**src/rtl/ram_burst_ctrl.sv**
```systemverilog
// ram_burst_ctrl
//   Initiator-side controller for a word-addressed synchronous RAM (ram_4x16
//   class). A host issues single or burst read/write commands over a
//   valid/ready handshake; write data streams in and read data streams out
//   one word per cycle. The RAM pins (rw/addr/data_in/data_out) are driven
//   only from here.
//
// Parameters
//   AW     address width; memory depth is 2^AW words, also the burst length width
//   DW     data word width
//   RD_LAT cycles from mem_addr stable to mem_rdata valid (1..4)
//
// Ports
//   clk        system clock (rising edge), also clocks the RAM
//   clr        asynchronous active-low reset
//   cmd_valid  host command valid        cmd_ready  controller idle
//   cmd_wr     1 = write, 0 = read       cmd_addr   burst start address
//   cmd_len    burst length minus one
//   wd_valid   write data valid          wd_data    write data word
//   wd_ready   write word taken this cycle
//   rd_valid   read word valid (1-cycle pulse, no backpressure)
//   rd_data    read data word            rd_last    final word of a read burst
//   busy       command in progress
//   mem_rw     RAM rw (1 = write)        mem_addr   RAM address
//   mem_wdata  RAM data_in               mem_rdata  RAM data_out
module ram_burst_ctrl #(
  parameter int AW     = 3,
  parameter int DW     = 16,
  parameter int RD_LAT = 1
) (
  input  logic          clk,
  input  logic          clr,
  input  logic          cmd_valid,
  output logic          cmd_ready,
  input  logic          cmd_wr,
  input  logic [AW-1:0] cmd_addr,
  input  logic [AW-1:0] cmd_len,
  input  logic          wd_valid,
  input  logic [DW-1:0] wd_data,
  output logic          wd_ready,
  output logic          rd_valid,
  output logic [DW-1:0] rd_data,
  output logic          rd_last,
  output logic          busy,
  output logic          mem_rw,
  output logic [AW-1:0] mem_addr,
  output logic [DW-1:0] mem_wdata,
  input  logic [DW-1:0] mem_rdata
);

  typedef enum logic [2:0] {
    S_IDLE   = 3'd0,
    S_WRITE  = 3'd1,
    S_WFLUSH = 3'd2,
    S_READ   = 3'd3,
    S_RDRAIN = 3'd4
  } state_e;

  localparam logic [AW-1:0] ADDR_ONE  = {{(AW-1){1'b0}}, 1'b1};
  localparam logic [AW-1:0] ADDR_ZERO = {AW{1'b0}};

  state_e          state_q, state_d;
  logic [AW-1:0]   cur_addr_q, cur_addr_d;
  logic [AW-1:0]   beats_left_q, beats_left_d;
  logic            mem_rw_q, mem_rw_d;
  logic [AW-1:0]   mem_addr_q, mem_addr_d;
  logic [DW-1:0]   mem_wdata_q, mem_wdata_d;
  logic            rd_valid_q, rd_valid_d;
  logic [DW-1:0]   rd_data_q, rd_data_d;
  logic            rd_last_q, rd_last_d;

  // Read tags: stage 0 is loaded together with mem_addr, so a tag reaches
  // the top stage exactly when the RAM word for that address is on
  // mem_rdata and can be registered into rd_data.
  logic [RD_LAT:0] tag_vld_q, tag_vld_d;
  logic [RD_LAT:0] tag_last_q, tag_last_d;
  logic            issue_s, issue_last_s;
  logic            tag_mature_s, tag_mature_last_s;

  assign tag_mature_s      = tag_vld_q[RD_LAT];
  assign tag_mature_last_s = tag_last_q[RD_LAT];

  assign cmd_ready = (state_q == S_IDLE);
  assign busy      = (state_q != S_IDLE);
  assign wd_ready  = (state_q == S_WRITE);
  assign mem_rw    = mem_rw_q;
  assign mem_addr  = mem_addr_q;
  assign mem_wdata = mem_wdata_q;
  assign rd_valid  = rd_valid_q;
  assign rd_data   = rd_data_q;
  assign rd_last   = rd_last_q;

  // Next-state, RAM drive and read-capture logic
  always_comb begin
    state_d      = state_q;
    cur_addr_d   = cur_addr_q;
    beats_left_d = beats_left_q;
    mem_rw_d     = 1'b0;
    mem_addr_d   = mem_addr_q;
    mem_wdata_d  = mem_wdata_q;
    issue_s      = 1'b0;
    issue_last_s = 1'b0;

    case (state_q)
      S_IDLE: begin
        if (cmd_valid) begin
          state_d      = cmd_wr ? S_WRITE : S_READ;
          cur_addr_d   = cmd_addr;
          beats_left_d = cmd_len;
        end else begin
          state_d = S_IDLE;
        end
      end
      S_WRITE: begin
        if (wd_valid) begin
          mem_rw_d     = 1'b1;
          mem_addr_d   = cur_addr_q;
          mem_wdata_d  = wd_data;
          cur_addr_d   = cur_addr_q + ADDR_ONE;
          beats_left_d = beats_left_q - ADDR_ONE;
          if (beats_left_q == ADDR_ZERO) begin
            state_d = S_WFLUSH;
          end else begin
            state_d = S_WRITE;
          end
        end else begin
          // stall: mem_rw drops for this cycle, address holds
          mem_rw_d = 1'b0;
        end
      end
      S_WFLUSH: begin
        // the RAM commits the final word on this edge; mem_rw clears
        state_d = S_IDLE;
      end
      S_READ: begin
        issue_s      = 1'b1;
        issue_last_s = (beats_left_q == ADDR_ZERO);
        mem_addr_d   = cur_addr_q;
        cur_addr_d   = cur_addr_q + ADDR_ONE;
        beats_left_d = beats_left_q - ADDR_ONE;
        if (beats_left_q == ADDR_ZERO) begin
          state_d = S_RDRAIN;
        end else begin
          state_d = S_READ;
        end
      end
      S_RDRAIN: begin
        if (tag_mature_s && tag_mature_last_s) begin
          state_d = S_IDLE;
        end else begin
          state_d = S_RDRAIN;
        end
      end
      default: begin
        state_d = S_IDLE;
      end
    endcase

    tag_vld_d  = {tag_vld_q[RD_LAT-1:0], issue_s};
    tag_last_d = {tag_last_q[RD_LAT-1:0], issue_last_s};

    rd_valid_d = tag_mature_s;
    rd_last_d  = tag_mature_s & tag_mature_last_s;
    if (tag_mature_s) begin
      rd_data_d = mem_rdata;
    end else begin
      rd_data_d = rd_data_q;
    end
  end

  // State, address/beat counters, RAM pins, read outputs and tag pipeline
  always_ff @(posedge clk or negedge clr) begin
    if (!clr) begin
      state_q      <= S_IDLE;
      cur_addr_q   <= {AW{1'b0}};
      beats_left_q <= {AW{1'b0}};
      mem_rw_q     <= 1'b0;
      mem_addr_q   <= {AW{1'b0}};
      mem_wdata_q  <= {DW{1'b0}};
      rd_valid_q   <= 1'b0;
      rd_data_q    <= {DW{1'b0}};
      rd_last_q    <= 1'b0;
      tag_vld_q    <= {(RD_LAT+1){1'b0}};
      tag_last_q   <= {(RD_LAT+1){1'b0}};
    end else begin
      state_q      <= state_d;
      cur_addr_q   <= cur_addr_d;
      beats_left_q <= beats_left_d;
      mem_rw_q     <= mem_rw_d;
      mem_addr_q   <= mem_addr_d;
      mem_wdata_q  <= mem_wdata_d;
      rd_valid_q   <= rd_valid_d;
      rd_data_q    <= rd_data_d;
      rd_last_q    <= rd_last_d;
      tag_vld_q    <= tag_vld_d;
      tag_last_q   <= tag_last_d;
    end
  end

endmodule

```
**config.mk**
```make
export PLATFORM = sky130hd
export DESIGN_NAME = ram_burst_ctrl
export DESIGN_NICKNAME = d
export VERILOG_FILES = /design/src/rtl/ram_burst_ctrl.sv
export SDC_FILE = /design/constraint.sdc
export NUM_CORES = 1
export LEC_CHECK = 0
export BUFFER_PORTS_ARGS = -buffer_cell sky130_fd_sc_hd__buf_2
export CELL_PAD_IN_SITES_DETAIL_PLACEMENT = 1
export CELL_PAD_IN_SITES_GLOBAL_PLACEMENT = 1
export CORE_ASPECT_RATIO = 0.9
export CORE_MARGIN = 1.5
export CORE_UTILIZATION = 42
export CTS_BUF_LIST = sky130_fd_sc_hd__clkbuf_8
export CTS_CLUSTER_DIAMETER = 60
export CTS_CLUSTER_SIZE = 30
export DETAILED_ROUTE_END_ITERATION = 8
export PLACE_DENSITY = 0.89
export SYNTH_ARGS = -nofsm -noshare
export SYNTH_HDL_FRONTEND = slang
export SYNTH_SLANG_ARGS = --single-unit
```
**constraint.sdc**
```tcl
create_clock -name clk -period 2.5 [get_ports clk]
set_input_delay 0.125 -clock clk [delete_from_list [all_inputs] [get_ports clk]]
set_output_delay 0.125 -clock clk [all_outputs]
set_load 0.01 [all_outputs]
```
==> summary.md <==
| Metric | Value |
|---|---|
| Vias in the first global route | `1444` |
| Crit path launch | `state_q[2]` |
| Placer Congestion | `0.830` |
| Outcome | `finished clean` |
| Fraction of layout cells with a size suffix above 1 | `48.9%` |
| Max-cap check violation count | `0` |
| Post-Syn Nets | `199` |
| Fin crit period | `1.69 ns` |
| Worst setup EP type | `flop` |
| Dominant synthesized flop cell | `dfrtp_1` |
| Biggest area consumer among synthesized cells | `dfrtp_1` |
| Routed WL | `4.47 mm` |
| Final hold viol count | `0` |
| Distinct cells, synth | `30` |
| Yosys top cell area share | `60.9%` |
| Synth top cells by count | `51 x dfrtp_1, 19 x mux2_1, 16 x mux2_2` |
| FF+latch area | `1280 sq um` |
| Final count of negative-setup-slack endpoints | `0` |
| Nets | `282` |
| CTS root buffer | `clkbuf_8` |
| Sequential Power Share | `43.4%` |
| Tcrit/Tclk final | `67.8%` |
| Synthesized area | `2100 sq um` |
| PortBufs | `83` |
| Grt total ovfl | `0` |
| Switching part of the total power | `37.2%` |
| Layout fillers | `517` |
| Cell family with most CP delay | `simple AND/OR/NAND/NOR gates` |
| CP endpoint | `mem_addr[0]` |
| HP Class | `in -> async` |
| Comb pwr share | `42.2%` |
| Setup repair after global routing missed its margin | `no` |
| Asr flop ratio synth | `100%` |
| Levels on crit path | `3` |
| Clock transition at path regs | `0.09 ns` |
| Count leader, synth | `dfrtp_1` |
| Pre-Repair DR Iteration Count | `4` |
| Die area | `5420 sq um` |
| Number of vias per cell | `4.81` |
| Clk buf depth | `2` |
| Nature of the critical path startpoint | `flop` |
| WL per Instance | `14.8 um` |
| Post_cts resized | `0` |
| IO Pins | `84` |
| Num CTS Buffers | `5` |
| Worst path slowest cell | `dfrtp_1` |
| Reg-to-reg setup timing slack | `0.81 ns` |
| Reg2reg start | `state_q[2]` |
| Core area | `4830 sq um` |
| Initial antenna violation count | `0` |
| Worst Path Required | `2.69 ns` |
| Cell internal pwr | `2190 uW` |
| Register bit total from synthesis | `51` |
| Worst r2r dst | `mem_addr[0]` |
| Post-synth EDFFs | `0` |
| Layout Skew | `0.00788 ns` |
| Worst-path cell chain | `nand2b_1 -> nor2_2 -> mux2_1` |
| Syn Inst Count | `153` |
| Largest net degree at the start of global routing | `52` |
| Finished Layout Cells | `302` |
| Antenna Nets Post-Route | `0` |
| NetSw | `1300 uW` |
| Slowest stage delay, CP | `0.49 ns` |
| Synth-to-layout area growth | `26.4%` |
| Actual slew at the worst max-slew pin | `1.07 ns` |
| Die Ht | `70.0 um` |
| Utilization after layout | `54.8%` |
| Post-CTS Setup Inserts | `0` |
| Fmax achieved | `590 MHz` |
| Final slew viol count | `0` |
| Setup Crit Path Kind | `reg -> reg` |
| Placed Cells | `294` |
| Setup TNS | `0 ns` |
| VDD IR max | `0.501 mV` |
| Clock power share | `14.4%` |
| Residual DRC | `0` |
| Yosys warns | `0` |
| Starting Density | `43.3%` |
| Via count | `1454` |
| Sequential area share after synthesis | `60.9%` |
| CTS H-tree depth | `2` |
| Diode count | `0` |
| HPWL Detailed | `3.44 mm` |
| Pwr Density | `1310 nW/um^2` |
| # rows | `24` |
| CP Buf/Inv Count | `0` |
| Crit path max fanout | `10` |
| Hold Buf Count CTS | `0` |
| CP arrival | `1.89 ns` |
| Die X-Extent | `77.5 um` |
| DR iter-0 viols | `46` |
| Syn Area/Cell | `13.7 sq um` |
| Total track usage | `17.2%` |
| Leak | `0.00130 uW` |
| Worst-case reg-to-reg path depth | `3` |
| Clock Sink Count | `51` |
| Global-route wire length before repair | `7.08 mm` |
| Rel. slew slack | `28.6%` |
| Multi-input logic area | `751 sq um` |
| Worst-Skew Late Latency | `0.31 ns` |
| CTS tree | `done` |
| Synth area leaders | `dfrtp_1 61%, mux2_1 10%, mux2_2 8.6%` |
-- power groups by stage --
| stage | Sequential [uW] | Clock, uW | Combinational, uW |
|---|---|---|---|
| floorplan | 1570 | 0 | 898 |
| global placement | 1500 | 0 | 1440 |
| detailed placement | 1530 | 0 | 1490 |
| CTS | 1520 | 521 | 1500 |
| global route | 1580 | 548 | 1600 |
| finish | 1510 | 501 | 1470 |
-- metrics by stage --
stage               power, uW  area [sq um]  setup slack, ns  hold slack [ns]
floorplan                2470          2100            0.852           -0.171
global placement         2940          2550            0.858            0.332
detailed placement       3020          2550            0.816            0.337
CTS                      3540          2650            0.786           0.0238
global route             3720          2650            0.700           0.0238
finish                   3480          2650            0.806          0.00388
-- registers in the layout, indices dropped and copies added, names as in the netlist --
name	cells
mem_rw	1
beats_left_q	3
mem_addr	3
rd_valid	1
mem_wdata	16
state_q	3
rd_data	16
tag_vld_q	2
rd_last	1
tag_last_q	2
cur_addr_q	3
-- how the worst min path moves through the flow --
stage | end | slack [ns]
final | mem_wdata[10] | 0.004
after global routing | mem_wdata[5] | 0.02
after CTS | mem_wdata[5] | 0.02
after detailed placement | tag_last_q[1] | 0.34
after global placement | tag_last_q[1] | 0.33
after floorplan | beats_left_q[0] | -0.17
-- placed cells by master, fill, tap and decap left out --
master,instances
a311oi_2,2
o21ai_4,1
nor3_2,1
nor2_1,10
nor3_1,2
a21oi_1,7
nand2b_1,5
buf_2,83
a21oi_2,2
mux2_1,19
nor2_2,1
mux2_2,16
clkinvlp_4,1
ha_1,3
clkbuf_8,6
nand2_1,5
or3_1,1
a211oi_1,1
or4b_4,1
clkinv_4,1
a21o_1,1
o22ai_1,2
a221oi_1,1
o21ai_0,3
inv_1,5
a31oi_1,1
mux2i_1,1
and2_1,2
dfrtp_1,51
nor2b_1,1
buf_4,1
-- cell type report --
type,count,area share (%)
clock buffer,6,3.12
clock inverter,2,0.614
inverter,5,0.709
multi-input combinational,89,28.3
sequential,51,48.2
tap,65,3.07
timing repair buffer,84,16.0
-- layer usage --
| metal | vias up | GRT usage [%] | wire (um) |
|---|---|---|---|
| met4 | 0 | 7.27 | 59 |
| li1 | 695 | - | - |
| met1 | 688 | 22.5 | 2050 |
| met2 | 64 | 26.7 | 2010 |
| met5 | - | 0 | 0 |
| met3 | 7 | 4.97 | 344 |
-- kinds of logic (layout without fill, tap and decap cells) --
kind of cell	after synthesis	count (layout)	synth area share, %
compound gates	21	21	7.46
buf+inv	13	97	3.28
mux	36	36	19.3
fa+ha+maj	3	3	1.79
flops	51	51	60.9
simple gates	29	29	7.28
Note: power is estimated with default switching activity, not from simulation.
